--- src/rtl/mips_cpu_pkg.sv ---
// Shared fetch-path types, constants and helpers for the MIPS CPU.
package mips_cpu_pkg;

  typedef enum logic [1:0] {
    IDLE = 2'd0,
    REQ  = 2'd1,
    WAIT = 2'd2,
    HOLD = 2'd3
  } fetch_state_t;

  localparam logic [31:0] IFETCH_RESET_VECTOR = 32'hBFC0_0000;
  localparam logic [3:0]  AVM_BE_WORD         = 4'b1111;

  // Little-endian bus word to big-endian MIPS word.
  function automatic logic [31:0] byte_swap(
    input logic [31:0] w
  );
    return {w[7:0], w[15:8], w[23:16], w[31:24]};
  endfunction

endpackage

--- src/rtl/mips_cpu_ifetch_timeout.sv ---
// 8-bit clear/enable counter; tc flags the last permitted wait cycle.
module mips_cpu_ifetch_timeout #(
  parameter logic [7:0] TERMINAL = 8'd255
) (
  input  logic clk,
  input  logic reset,
  input  logic clr,
  input  logic en,
  output logic tc
);

  logic [7:0] count;

  always_ff @(posedge clk) begin
    if (reset) begin
      count <= '0;
    end else if (clr) begin
      count <= '0;
    end else if (en) begin
      count <= count + 8'd1;
    end
  end

  assign tc = en && (count == TERMINAL - 8'd1);

endmodule

--- src/rtl/mips_cpu_ifetch.sv ---
// Instruction-fetch Avalon-MM read master between the PC unit and decode,
// with flush abort, misaligned-PC trap and hung-read timeout.
module mips_cpu_ifetch
  import mips_cpu_pkg::*;
#(
  parameter logic [31:0] RESET_VECTOR   = IFETCH_RESET_VECTOR,
  parameter logic        BYTE_SWAP      = 1'b1,
  parameter logic [7:0]  TIMEOUT_CYCLES = 8'd255
) (
  input  logic        clk,
  input  logic        reset,
  input  logic [31:0] pc,
  input  logic        pc_valid,
  output logic        pc_ready,
  input  logic        flush,
  output logic [31:0] instr,
  output logic [31:0] instr_addr,
  output logic        instr_valid,
  input  logic        instr_ready,
  output logic        addr_err,
  output logic        bus_err,
  output logic [31:0] avm_address,
  output logic        avm_read,
  output logic [3:0]  avm_byteenable,
  input  logic        avm_waitrequest,
  input  logic [31:0] avm_readdata,
  input  logic        avm_readdatavalid
);

  fetch_state_t state_q, state_d;

  logic [31:0] addr_q, addr_d;
  logic [31:0] instr_d;
  logic [31:0] iaddr_d;
  logic        discard_q, discard_d;
  logic        addr_err_d;
  logic        bus_err_d;
  logic        cnt_clr;
  logic        cnt_en;
  logic        cnt_tc;
  logic [31:0] rd_word;

  assign rd_word = BYTE_SWAP ? byte_swap(avm_readdata)
                             : avm_readdata;

  assign avm_address    = addr_q;
  assign avm_read       = (state_q == REQ);
  assign avm_byteenable = AVM_BE_WORD;
  assign instr_valid    = (state_q == HOLD);

  assign cnt_clr = (state_q == REQ);
  assign cnt_en  = (state_q == WAIT);

  mips_cpu_ifetch_timeout #(
    .TERMINAL (TIMEOUT_CYCLES)
  ) u_timeout (
    .clk   (clk),
    .reset (reset),
    .clr   (cnt_clr),
    .en    (cnt_en),
    .tc    (cnt_tc)
  );

  always_ff @(posedge clk) begin
    if (reset) begin
      state_q    <= IDLE;
      addr_q     <= RESET_VECTOR;
      instr      <= '0;
      instr_addr <= '0;
      discard_q  <= 1'b0;
      addr_err   <= 1'b0;
      bus_err    <= 1'b0;
    end else begin
      state_q    <= state_d;
      addr_q     <= addr_d;
      instr      <= instr_d;
      instr_addr <= iaddr_d;
      discard_q  <= discard_d;
      addr_err   <= addr_err_d;
      bus_err    <= bus_err_d;
    end
  end

  always_comb begin
    state_d    = state_q;
    addr_d     = addr_q;
    instr_d    = instr;
    iaddr_d    = instr_addr;
    discard_d  = discard_q;
    addr_err_d = 1'b0;
    bus_err_d  = 1'b0;
    pc_ready   = 1'b0;

    unique case (state_q)
      IDLE: begin
        pc_ready = ~discard_q & ~flush;
        // A stale response owed by the bus drains here.
        if (discard_q && avm_readdatavalid) begin
          discard_d = 1'b0;
        end
      end

      REQ: begin
        if (flush) begin
          state_d   = IDLE;
          discard_d = ~avm_waitrequest
                    & ~avm_readdatavalid;
        end else if (!avm_waitrequest) begin
          if (avm_readdatavalid) begin
            state_d = HOLD;
            instr_d = rd_word;
            iaddr_d = addr_q;
          end else begin
            state_d = WAIT;
          end
        end
      end

      WAIT: begin
        if (flush) begin
          state_d   = IDLE;
          discard_d = ~avm_readdatavalid;
        end else if (avm_readdatavalid) begin
          state_d = HOLD;
          instr_d = rd_word;
          iaddr_d = addr_q;
        end else if (cnt_tc) begin
          state_d   = IDLE;
          bus_err_d = 1'b1;
          discard_d = 1'b1;
        end
      end

      HOLD: begin
        pc_ready = instr_ready & ~flush;
        if (flush || instr_ready) begin
          state_d = IDLE;
        end
      end

      default: begin
        state_d = IDLE;
      end
    endcase

    if (pc_valid && pc_ready) begin
      addr_d = pc;
      if (pc[1:0] != 2'b00) begin
        addr_err_d = 1'b1;
        state_d    = IDLE;
      end else begin
        state_d = REQ;
      end
    end
  end

endmodule

--- config.mk ---
export PLATFORM = sky130hd
export DESIGN_NAME = mips_cpu_ifetch
export DESIGN_NICKNAME = d
export VERILOG_FILES = /design/src/rtl/mips_cpu_pkg.sv /design/src/rtl/mips_cpu_ifetch_timeout.sv /design/src/rtl/mips_cpu_ifetch.sv
export SDC_FILE = /design/constraint.sdc
export NUM_CORES = 1
export LEC_CHECK = 0
export ABC_AREA = 1
export BUFFER_PORTS_ARGS = -buffer_cell sky130_fd_sc_hd__buf_2
export CORE_MARGIN = 1.5
export CORE_UTILIZATION = 48
export CTS_CLUSTER_SIZE = 12
export DETAILED_ROUTE_END_ITERATION = 8
export PLACE_DENSITY_LB_ADDON = 0.12
export SYNTH_ARGS = -nofsm -noshare
export SYNTH_HDL_FRONTEND = slang
export SYNTH_SLANG_ARGS = --single-unit
--- constraint.sdc ---
create_clock -name clk -period 2.2 [get_ports clk]
set_input_delay 0.22 -clock clk [delete_from_list [all_inputs] [get_ports clk]]
set_output_delay 0.22 -clock clk [all_outputs]
set_load 0.01 [all_outputs]
Yosys cells after proc, flatten, opt, wreduce, memory -nomap -nowiden. Cells that the tools add are included.

Add/subtract/negate cells: 1. Mux-type cells: 29. Reductions and logical operators: 15. Bitwise operators: 9. Eq/ne operators: 14.

Operators by type and width (number): 32-bit 2-to-1 mux (8); 32-bit case mux with 2 select lines (2); 2-bit 2-to-1 mux (7); 2-bit inequality test, second input constant (5); 1-bit 2-to-1 mux (9); 8-bit by 1-bit adder with 8-bit output, second input constant (1); 8-bit == test, second input constant (1); 4-bit AND reduction (2); 3-bit inequality test, second input constant (2); 1-bit NOT (6); 2-bit case mux with 3 select lines (1); 5-bit inequality test, second input constant (1); 5-bit AND reduction (1); 2-bit == test, second input constant (2); 4-bit by 3-bit inequality test with 1-bit output, second input constant (1); 2-bit nonzero test (2); 4-bit nonzero test (1); 2-bit OR reduction (2); 4-bit OR reduction (1); 1-bit AND (3); 1-bit logical AND (3); 3-bit by 1-bit inequality test with 1-bit output, second input constant (1); 1-bit case mux with 3 select lines (1); 3-bit nonzero test (1); other kinds (4) (4).

Flip-flop bits (word level): 109. Output and inout port bits: 105. Input bits: 71.

Longest topological paths before layout.
Word-level depth: 7. Depth in mapped cells: 12.

Cells and area by module. A second synthesis with hierarchy kept.

Cell total of the unflattened synthesis: 552. Area, all modules: 4220.3 um^2.

By module, submodules not included: mips_cpu_ifetch (times used 1, area each 3831.2 um^2, cells an instance 498); mips_cpu_ifetch_timeout (times used 1, area each 389.1 um^2, cells an instance 54).

Worst setup path after synthesis. Ideal clock, no wire load.

Path type: register to register. Start point: register state_q[0]. End point: register state_q[0]. Slack: 0.597 ns. Setup time: 0.115 ns. Period minus slack after synthesis: 1.603 ns. Stages on the path, launching flop included: 11. Required time: 2.085 ns. Arrival: 1.488 ns. Path through: dfxtp_1 inv_1 ha_1 nor2_2 nand2_1 nor2_1 nand3_1 nand2_1 nand3_1 nand2_1 nor2_1.

Cells in the longest elaborated chain, start to end: 5.

RTL lines: from (decl) (RTL line mips_cpu_ifetch.sv:30) `fetch_state_t state_q, state_d;`; from (signal assigned) (RTL line mips_cpu_ifetch.sv:74) `state_q <= state_d;`; 2-bit == test or 2-bit zero test (tied branches) (RTL line mips_cpu_ifetch.sv:94) `unique case (state_q)`; 1-bit case mux with 2 select lines (*) (RTL line mips_cpu_ifetch.sv:94); net pc_ready (RTL line mips_cpu_ifetch.sv:14) `output logic pc_ready,`; 1-bit logical AND (*) (RTL line mips_cpu_ifetch.sv:146) `if (pc_valid && pc_ready) begin`; 5-bit inequality test (no line), or another cell as far along; 4-bit AND reduction (no line).

Mark *: on every way through the listed nets, which the timed path passes. The rest lies on a longest branch. A chain may end at the register's enable or synchronous reset.

Worst setup path in the final report.
Start point: register state_q[0]. End point: output pc_ready.

Cells in the longest elaborated chain, start to end: 2.

RTL lines (RTL line): 2-bit == test or 2-bit zero test (tied branches) (mips_cpu_ifetch.sv:94); 1-bit case mux with 2 select lines (*) (mips_cpu_ifetch.sv:94); to (decl) (mips_cpu_ifetch.sv:14).

Mark *: on every way between the ends. The rest lies on a longest branch, timed or not.

==> flow_metrics.env <==
export IMPL_synth_fa_ha_area_frac=0.0209
export IMPL_whs_ns=0.0564
export IMPL_drt_wl_total_mm=10.1
export IMPL_regArea_um2=2180
export IMPL_cts_path_max_buffers=2
export IMPL_relSlewSlack=0.663
export IMPL_gr_usage_all_layers=0.211
export IMPL_synth_simple_gate_area_frac=0.239
export IMPL_clock_latency_ns=0.37
export IMPL_p_leak_nw=2.55
export IMPL_dieArea_um2=9320
export IMPL_period_share=0.880
export IMPL_synth_top_family_by_area="simple AND/OR/NAND/NOR gates"
export IMPL_status="finished, final reports clean"
export IMPL_synth_compound_area_frac=0.133
export IMPL_drv_slew=0
export IMPL_fillers=801
export IMPL_synthMuxAreaShare=0
export IMPL_p_per_area_nw_per_um2=1060
export IMPL_grt_pass1_wl_mm=15.2
export IMPL_ys_top_cells_by_area="dfxtp_1, nor2_1, o21ai_1, o21ai_0, nand2_1"
export IMPL_crit_fanout=5
export IMPL_fin_skew_ns=0.0142
export IMPL_min_period_ns=1.94
export IMPL_diodes=0
export IMPL_crit_path_end_kind="output pin"
export IMPL_ys_seq_area_frac=0.520
export IMPL_port_buffers=171
export IMPL_ir_drop_uv=477
export IMPL_critPathLaunchType="register"
export IMPL_ys_types=24
export IMPL_multiInputGateArea_um2=1660
export IMPL_holdBufCountCts=0
export IMPL_syn_cell_area_um2=4200
export IMPL_total_power_mw=5.54
export IMPL_clk_pin_slew_worst_paths_ns=0.11
export IMPL_ant_nets=0
export IMPL_die_h_um=96.5
export IMPL_clock_sinks=109
export IMPL_worst_pin_slew_ns=0.506
export IMPL_drive_above_1_share=0.286
export IMPL_wl_per_cell_um=12.4
export IMPL_yosys_warnings=0
export IMPL_cts_tree="done"
export IMPL_root_buffer="clkbuf_8"
export IMPL_grt_pass1_vias=3308
export IMPL_start_util=0.504
export IMPL_rsz0062_at_grt="false"
export IMPL_synth_seq_cells=109
export IMPL_post_cts_repair_setup_buffers=0
export IMPL_arrival_ns=1.72
export IMPL_setup_tns_ns=0
export IMPL_drc_errors=0
export IMPL_viasPerCell=4.81
export IMPL_netlist_area_leader_share=0.520
export IMPL_critPathKind="reg2out"
export IMPL_grt_overflow=0
export IMPL_drtIter0Drc=93
export IMPL_final_cell_mix="nor2_1, buf_2, dfxtp_1"
export IMPL_worstPathRequired_ns=1.98
export IMPL_layout_commonest_cell="nor2_1"
export IMPL_core_area_um2=8340
export IMPL_h_tree_depth=3
export IMPL_synth_avg_cell_area_um2=7.71
export IMPL_vias=3913
export IMPL_yosysTopAreaCell="dfxtp_1"
export IMPL_rows=33
export IMPL_die_w_um=96.5
export IMPL_syn_inst=545
export IMPL_setup_viol_count_final=0
export IMPL_place_gp_congestion=0.883
export IMPL_postCtsResizedCells=0
export IMPL_final_nets=784
export IMPL_hold_viol=0
export IMPL_area_delta_synth_final_pct=25.1
export IMPL_dr_pass1_iters=4
export IMPL_grt_start_max_net_pins=51
export IMPL_antenna_found_initial=0
export IMPL_ios=176
export IMPL_maxCapViolCount=0
export IMPL_min_delay_path_class="in2reg"
export IMPL_cts_buffers=9
export IMPL_dp_hpwl_mm=7.38
export IMPL_clock_fmax_ghz=0.516
export IMPL_synth_xor_area_frac=0
==> worst paths after layout <==
check	start	end	slack [ns]	cells after the start
max	state_q[0]$_SDFFE_PP0P_	pc_ready	0.26	6
min	pc[28]	avm_address[28]$_SDFFE_PP1N_	0.06	3
max reg2reg	state_q[0]$_SDFFE_PP0P_	instr[8]$_SDFFE_PP0P_	0.34	8
min reg2reg	u_timeout.count[7]$_SDFFE_PP0N_	u_timeout.count[7]$_SDFFE_PP0N_	0.47	2
==> registers in the layout (all words and copies together) (netlist names) <==
name,cells
state_q,2
avm_address,32
discard_q,1
bus_err,1
u_timeout.count,8
instr,32
instr_addr,32
addr_err,1
==> final cells by class <==
class | instances | area share
Clock buffer | 9 | 0.0236
Clock inverter | 5 | 0.0164
Inverter | 29 | 0.0212
Multi-Input combinational cell | 376 | 0.317
Sequential cell | 109 | 0.415
Tap cell | 105 | 0.0250
Timing Repair Buffer | 181 | 0.182
==> kinds of logic after synthesis <==
group / after synthesis
AO/OA/AOI/OAI: 110
adder cells (fa/ha/maj): 7
buffers and inverters: 63
flip-flops: 109
other: 1
AND/OR/NAND/NOR: 255
==> routing by layer <==
layer	part of all wire	GRT usage	routed length, um
met1	0.45	0.265	4500
met2	0.47	0.354	4720
met3	0.076	0.0501	769
met4	0.012	0.0688	117
met5	0	0	0
==> through the flow <==
stage / util / instances / setup slack, ns / area [um2]
6_report: 0.630 / 814 / 0.263 / 5250
5_1_grt: 0.630 / 814 / 0.170 / 5250
4_1_cts: 0.630 / 814 / 0.259 / 5250
3_5_place_dp: 0.605 / 800 / 0.369 / 5040
3_3_place_gp: 0.605 / 800 / 0.425 / 5040
2_1_floorplan: - / 548 / 0.597 / 4210
==> cell usage after synthesis, drive strengths merged <==
cell type / instances
nand4: 2
nor4: 2
inv: 29
nand3: 17
a21oi: 14
a211oi: 1
o21ai: 95
conb: 1
ha: 7
nand2: 45
dfxtp: 109
nor2: 186
nor3: 3
clkbuf: 11
buf: 23
==> worst max-delay path: stages (launching register included) <==
cell,delay (ns)
dfxtp_1,0.42
inv_1,0.09
ha_1,0.35
nor2_2,0.15
nand2_1,0.07
nor2_1,0.13
buf_2,0.15
==> power by group <==
group	switching, mW	total, mW	internal [mW]
registers	0.238	2.59	2.35
logic	0.982	1.65	0.668
clock network	0.667	1.30	0.637
Power figures use the tool's default switching activity.
